[src/rtl/mac_accum_multilane.sv]
// Multi-lane MAC accumulate stage: sums K beats of LANES products into one C tile,
// then writes each finished tile to C memory over valid/ready and flags completion.
module mac_accum_multilane #(
  parameter int M                        = 4,
  parameter int K                        = 4,
  parameter int N                        = 4,
  parameter int LANES                    = 2,
  parameter int DATA_WIDTH_INIT_MATRIX   = 32,
  parameter int SIGNED                   = 1,
  parameter int DATA_WIDTH_RESULT_MATRIX = 2*DATA_WIDTH_INIT_MATRIX + $clog2(K)
) (
  input  logic                                      clk,
  input  logic                                      resetn,
  input  logic                                      start,
  input  logic                                      prod_valid,
  output logic                                      prod_ready,
  input  logic [LANES*2*DATA_WIDTH_INIT_MATRIX-1:0] product_vec,
  output logic                                      c_valid,
  input  logic                                      c_ready,
  output logic                                      matrix_c_we,
  output logic [LANES*DATA_WIDTH_RESULT_MATRIX-1:0] data_out_c,
  output logic [((M > 1) ? $clog2(M) : 1)-1:0]      row_addr_c,
  output logic [((N > 1) ? $clog2(N) : 1)-1:0]      col_addr_c,
  output logic                                      mac_done
);

  localparam int PW  = 2*DATA_WIDTH_INIT_MATRIX;
  localparam int RW  = DATA_WIDTH_RESULT_MATRIX;
  localparam int KW  = (K > 1) ? $clog2(K) : 1;
  localparam int RAW = (M > 1) ? $clog2(M) : 1;
  localparam int CAW = (N > 1) ? $clog2(N) : 1;

  logic [RW-1:0]  acc_r [LANES];
  logic [RW-1:0]  sum_s [LANES];
  logic [KW-1:0]  k_cnt_r;
  logic [RAW-1:0] row_cnt_r;
  logic [CAW-1:0] col_cnt_r;
  logic           done_pending_r;
  logic           beat_s;
  logic           k_last_s;
  logic           load_s;
  logic           wr_s;
  logic           col_wrap_s;
  logic           last_tile_s;

  function automatic logic [RW-1:0] extend(input logic [PW-1:0] p);
    logic [RW-1:0] r;
    r = RW'(p);
    for (int b = PW; b < RW; b++) begin
      r[b] = (SIGNED != 0) ? p[PW-1] : 1'b0;
    end
    return r;
  endfunction

  assign k_last_s    = (k_cnt_r == KW'(K-1));
  assign wr_s        = c_valid & c_ready;
  // Only a completing beat has to wait for the output register to free up.
  assign prod_ready  = !mac_done & !done_pending_r & !(c_valid & !c_ready & k_last_s);
  assign beat_s      = prod_valid & prod_ready;
  assign load_s      = beat_s & k_last_s;
  assign matrix_c_we = wr_s;
  assign col_wrap_s  = (col_cnt_r == CAW'(N-LANES));
  assign last_tile_s = (row_cnt_r == RAW'(M-1)) & col_wrap_s;

  // Per-lane running sum including the beat presented this cycle.
  always_comb begin
    for (int i = 0; i < LANES; i++) begin
      sum_s[i] = acc_r[i] + extend(product_vec[i*PW +: PW]);
    end
  end

  // Accumulators, beat counter and tile position.
  always_ff @(posedge clk) begin
    if (!resetn || start) begin
      for (int i = 0; i < LANES; i++) begin
        acc_r[i] <= '0;
      end
      k_cnt_r   <= '0;
      row_cnt_r <= '0;
      col_cnt_r <= '0;
    end else if (beat_s) begin
      if (k_last_s) begin
        for (int i = 0; i < LANES; i++) begin
          acc_r[i] <= '0;
        end
        k_cnt_r <= '0;
        if (col_wrap_s) begin
          col_cnt_r <= '0;
          row_cnt_r <= row_cnt_r + RAW'(1);
        end else begin
          col_cnt_r <= col_cnt_r + CAW'(LANES);
        end
      end else begin
        for (int i = 0; i < LANES; i++) begin
          acc_r[i] <= sum_s[i];
        end
        k_cnt_r <= k_cnt_r + KW'(1);
      end
    end else begin
      k_cnt_r <= k_cnt_r;
    end
  end

  // Output tile register; a new tile may replace one being written in the same cycle.
  always_ff @(posedge clk) begin
    if (!resetn || start) begin
      data_out_c <= '0;
      row_addr_c <= '0;
      col_addr_c <= '0;
      c_valid    <= 1'b0;
    end else if (load_s) begin
      for (int i = 0; i < LANES; i++) begin
        data_out_c[i*RW +: RW] <= sum_s[i];
      end
      row_addr_c <= row_cnt_r;
      col_addr_c <= col_cnt_r;
      c_valid    <= 1'b1;
    end else if (wr_s) begin
      c_valid <= 1'b0;
    end else begin
      c_valid <= c_valid;
    end
  end

  // Completion: armed when the last tile loads, reported after its write lands.
  always_ff @(posedge clk) begin
    if (!resetn || start) begin
      done_pending_r <= 1'b0;
      mac_done       <= 1'b0;
    end else if (load_s && last_tile_s) begin
      done_pending_r <= 1'b1;
    end else if (wr_s && done_pending_r) begin
      done_pending_r <= 1'b0;
      mac_done       <= 1'b1;
    end else begin
      done_pending_r <= done_pending_r;
    end
  end

endmodule

[config.mk]
export PLATFORM = sky130hd
export DESIGN_NAME = mac_accum_multilane
export DESIGN_NICKNAME = d
export VERILOG_FILES = /design/src/rtl/mac_accum_multilane.sv
export SDC_FILE = /design/constraint.sdc
export NUM_CORES = 1
export LEC_CHECK = 0
export CAP_MARGIN = 20
export CORE_UTILIZATION = 45
export CTS_CLUSTER_DIAMETER = 100
export DETAILED_ROUTE_END_ITERATION = 6
export PLACE_DENSITY_LB_ADDON = 0.3
export SYNTH_ARGS = -nofsm -noshare
export SYNTH_HDL_FRONTEND = slang
export SYNTH_SLANG_ARGS = --single-unit
export TNS_END_PERCENT = 1
[constraint.sdc]
create_clock -name clk -period 9.7 [get_ports clk]
set_clock_uncertainty 0.15 [all_clocks]
set_input_delay 2.425 -clock clk [delete_from_list [all_inputs] [get_ports clk]]
set_output_delay 2.425 -clock clk [all_outputs]
set_load 0.005 [all_outputs]
* Yosys cells after proc, flatten, opt, wreduce, memory -nomap -nowiden
Memory sizes are Yosys's and may differ from the RTL's.
Cells that the tools add are included.
** Storage, ports and cells
- Logic and storage cells :: 64
- Register bits :: 145
- Memories :: 1
- Output and inout bits :: 140
- Bits in writable memories :: 132
** Cells by class
- Reduce and logical (&&, ||, !) cells :: 13
- $add $sub $neg :: 5
- Equal/unequal tests :: 3
- Bitwise logic cells :: 13
- Muxes and demuxes :: 20
** Memory list
- acc_r :: depth 2, width 66, read ports 2, clocked after Yosys merged registers in 0, write ports 2, RTL line 33 : logic [RW-1:0] acc_r [LANES];
** Operators by type and width (count)
- 2-to-1 mux 66 bit :: 4
- adder 66 bit :: 2
- 2-to-1 mux 1 bit :: 14
- AND 1 bit :: 8
- equality test 2 bit (second input constant) :: 3
- zero test 1 bit :: 5
- adder 2 x 1 -> 2 bit (second input constant) :: 2
- 2-to-1 mux 2 bit :: 2
- bitwise OR 1 bit :: 4
- AND reduction 2 bit :: 2
- nonzero test 2 bit :: 2
- AND reduction 3 bit :: 1
- adder 2 bit (second input constant) :: 1
- logical AND 1 bit :: 2
- logical OR 1 bit :: 1
- inverter 1 bit :: 1

* Depth between registers and ports, before layout
- Word-level depth :: 11
- Gate-level depth with buffers :: 14

* Least setup slack after synthesis
No wires, ideal clock.
- Path kind :: input to register
- Start :: input port resetn
- End :: memory acc_r[0][0] in the netlist's numbering, enable pin
- Cell stages on the path :: 5
- Path slack :: 2970 ps
- Arrival :: 5434 ps
- Cell sequence :: nor2b_1 clkbuf_1 clkbuf_1 buf_1 nand2_1
** RTL lines
- from (decl) :: RTL line 13 : input logic resetn,
- to (decl) :: RTL line 33

* Worst setup path in the final report
- Start :: input port c_ready
- End :: output port prod_ready
** On the way
- Cells in the longest elaborated chain, start to end :: 5
** RTL lines
- from (decl) :: RTL line 19 : input logic c_ready,
- zero test 1 bit :: RTL line 58 : assign prod_ready = !mac_done & !done_pending_r & !(c_valid & !c_ready & k_last_s);
- AND 1 bit (2 in a row) :: RTL line 58
- zero test 1 bit :: RTL line 58
- AND 1 bit :: RTL line 58
- to (decl) :: RTL line 16 : output logic prod_ready,
Every way passes these cells.

==> summary.md <==
| Metric | Value |
|---|---|
| Status | finished clean |
| Max stage delay cell, worst path | clkdlybuf4s50_1 |
| Top layer reached by signal wires | met4 |
| Avg Cell Area, Syn | between 8 and 9 um^2 |
| Worst Path Buf+Inv | 2 |
| Max-slew headroom | 0.340 |
| Drt pass-1 iters | 6 |
| Setup violators final | 0 |
| Post-synth cell types | 73 |
| CP Depth | 4 |
| # hold bufs at CTS | 0 |
| Routability Congestion | 0.930 |
| Clock transition at the registers of the reported paths | 0.06 ns |
| Cell repeated most along the worst path | clkdlybuf4s50_1 |
| TritonCTS buffer count | 31 |
| Number of routed nets with antenna violations | 0 |
| FMAX | 0.160 GHz |
| Worst path cell trace | clkdlybuf4s50_1 > nand2b_1 > o21a_1 > clkdlybuf4s50_1 |
| Seq pwr share | 0.394 |
| Initial antenna violation count | 0 |
| Comb power frac | 0.235 |
| Min Clock Period, post-route | 6.27 ns |
| Slew @ Worst Pin | around 0.99 ns |
| Largest net degree at the start of global routing | 87 |
| DR WL met2 | 23.9 mm |
| Post-Syn Instances | between 2000 and 2500 |
| Dpl hpwl | 38.8 mm |
| Die W | 199 um |
| Reg2reg path depth | 10 |
| Die ar. | 39800 um^2 |
| Post_cts resized | 0 |
| Clk sinks | 275 |
| Psw | 0.964 mW |
| CP arrival | about 3.7 ns |
| Row Count | 71 |
| CTS tree | done |
| Setup Fix Bufs, Post-CTS | 0 |
| Final period util | 0.646 |
| Hold Vio Cnt, Final | 0 |
| Yosys warning total | 0 |
| Reg-to-Reg Start | k_cnt_r[0] |
| Share of layout cells above drive strength 1 | 0.0397 |
| Sequential element share of the synthesized area | 0.389 |
| Final wirelength | between 50 and 60 mm |
| Die height | 199 um |
| Initial Util | 0.462 |
| Area leader, netlist | edfxtp_1 |
| Crit path from | c_ready |
| CP delay by family, top | buffers and inverters |
| H-tree depth | 1 |
| Hold WS | 0.302 ns |
| Synth Net Count | 2337 |
| Antenna Cells | 0 |
| Yosys top cell area share | 0.226 |
| Critical Path End | prod_ready |
| Total Power | around 3.2 mW |
| Tot GR Track Use | 0.261 |
| Leak | between 8 and 9 nW |
| Switching share of power | 0.297 |
| DRC viols | 0 |
| Hold Path Class | reg2reg |
| WS Path Type | in2out |
| Slack of the worst reg-to-reg path | around 5.7 ns |
| Drt initial violations | 1089 |
| CTS root buffer | clkbuf_16 |
| Vias | 16100 |
| Final Max Slew Viols | 0 |
| Pint | 2.28 mW |
| Crit path max fanout | 2 |
| Worst skew pair latency | 0.58 ns |
| Post-route setup TNS | 0 ns |
| IO Count | roughly 270 |
| Area grow syn2layout | 23.3% |
| Main flop type after synthesis | dfxtp_1 |
| GRT overflow | 0 |
| Crit. End Element | output port |
| Synth top area cells | edfxtp_1 (23%), dfxtp_1 (16%), ha_1 (9.4%) |
| Post-synth ARST share | 0 |
| Routed vias/inst | 5.75 |
| RSZ-0062 raised after global routing | false |
| Commonest cells post-synth | nor2_1 (318), a21oi_1 (263), nand2_1 (169) |
| Clk pwr share | 0.371 |
| Register bit total from synthesis | around 280 |
| CP max stage delay | 0.52 ns |
| Core area | 38000 um^2 |
| WL/cell | roughly 19 um |
| Met1 Wirelength | 23.8 mm |
| Setup crit start kind | input port |
| Fill cell count | approximately 3500 |
| Clock tree buffer depth | 3 |
| R2r endpoint | data_out_c[12] |
| IO buf count | 271 |
| Routed wl met3 | roughly 3.3 mm |
| Final net count | 2533 |
| Most frequent cell after synthesis | nor2_1 |
| Req. time, crit path | ~7.1 ns |
| Mapped Area | 17600 um^2 |
| Post-synth EDFFs | between 100 and 150 |
| Max Cap Viol | 0 |
| Wire length of the first global-routing pass | about 83 mm |
| Vias in the first global route | 15600 |
| Pwr per Cell Area | 150 nW/um^2 |
| Max VDD drop | ~0.00014 V |
==> flip-flops by register name, indices dropped and copies added, names as in the netlist <==
| signal | cells |
|---|---|
| acc_r | 132 |
| c_valid | 1 |
| col_addr_c | 1 |
| col_cnt_r | 1 |
| data_out_c | 132 |
| done_pending_r | 1 |
| k_cnt_r | 2 |
| mac_done | 1 |
| row_addr_c | 2 |
| row_cnt_r | 2 |
==> final cells by class <==
class | instances | area, um^2 | share of cell area
tap | 511 | 639 | 0.0295
clock buffer | 47 | 947 | 0.0438
sequential | 275 | 6830 | 0.315
clock inverter | 10 | 101 | 0.00468
multi-input combinational | 1621 | 10100 | 0.467
timing repair buffer | 282 | 2820 | 0.130
inverter | 55 | 206 | 0.00954
==> per-layer routing <==
metal	GRT usage	vias to the layer above
li1	-	7872
met1	0.359	7601
met4	0.0792	0
met5	0	-
met2	0.427	549
met3	0.0326	87
==> tightest hold or removal path, cell delays in order (launching register included) <==
cell     delay (ns)
dfxtp_1        0.31
nand2_1        0.05
a21oi_1        0.05
==> cell families after synthesis <==
family,count (synthesis),share of synthesized area
simple gates,721,0.187
other cells,1,0.000214
xor+xnor,130,0.0649
buf+inv,174,0.0379
flops,275,0.389
mux,2,0.00114
fa+ha+maj,134,0.0964
compound gates,633,0.224
==> layout by cell type, fill, tap and decap left out, types with 6 or more instances in the layout <==
cell,count
nor2_1,317
nand2b_1,9
a21boi_0,8
or3_1,10
a211oi_1,21
buf_4,10
o21a_1,20
edfxtp_1,132
clkinv_2,7
nor3_1,29
and2_1,14
nor2b_1,11
a21o_1,75
and4_1,22
dfxtp_1,143
and3_1,13
o31ai_1,8
xor2_1,54
o211ai_1,14
clkbuf_8,9
o21bai_1,35
nand4_1,50
ha_1,132
nand2_1,167
clkbuf_1,6
a31oi_1,17
clkbuf_16,32
nor4_1,9
clkdlybuf4s50_1,271
a21oi_1,263
o21ai_0,111
xnor2_1,76
inv_1,55
nand3_1,50
==> power by group through the flow <==
stage / Clock [mW] / Sequential (mW) / Combinational, mW
finish: 1.20 / 1.28 / 0.762
global route: 1.27 / 1.28 / 0.836
CTS: 1.23 / 1.28 / 0.751
detailed placement: 0 / 1.30 / 0.745
global placement: 0 / 1.30 / 0.743
floorplan: 0 / 1.30 / 0.527
==> how the worst min path moves through the flow <==
stage / startpoint / end / slack, ns / depth (start not counted)
after floorplan: k_cnt_r[1] / k_cnt_r[1] / 0.29 / 2
after global placement: data_out_c[117] / data_out_c[117] / 0.29 / 2
after detailed placement: data_out_c[110] / data_out_c[110] / 0.30 / 2
after CTS: data_out_c[110] / data_out_c[110] / 0.31 / 2
after global routing: data_out_c[118] / data_out_c[118] / 0.32 / 2
final: data_out_c[117] / data_out_c[117] / 0.30 / 2
==> metrics by stage <==
stage	std cells	util	cell area [um^2]	setup slack, ns
floorplan	2070	-	17600	2.97
global placement	2743	0.541	20600	3.21
detailed placement	2743	0.541	20600	3.18
CTS	2800	0.569	21600	3.43
global route	2801	0.569	21600	3.39
finish	2801	0.569	21600	3.43
Note: power is estimated with default switching activity, not from simulation.
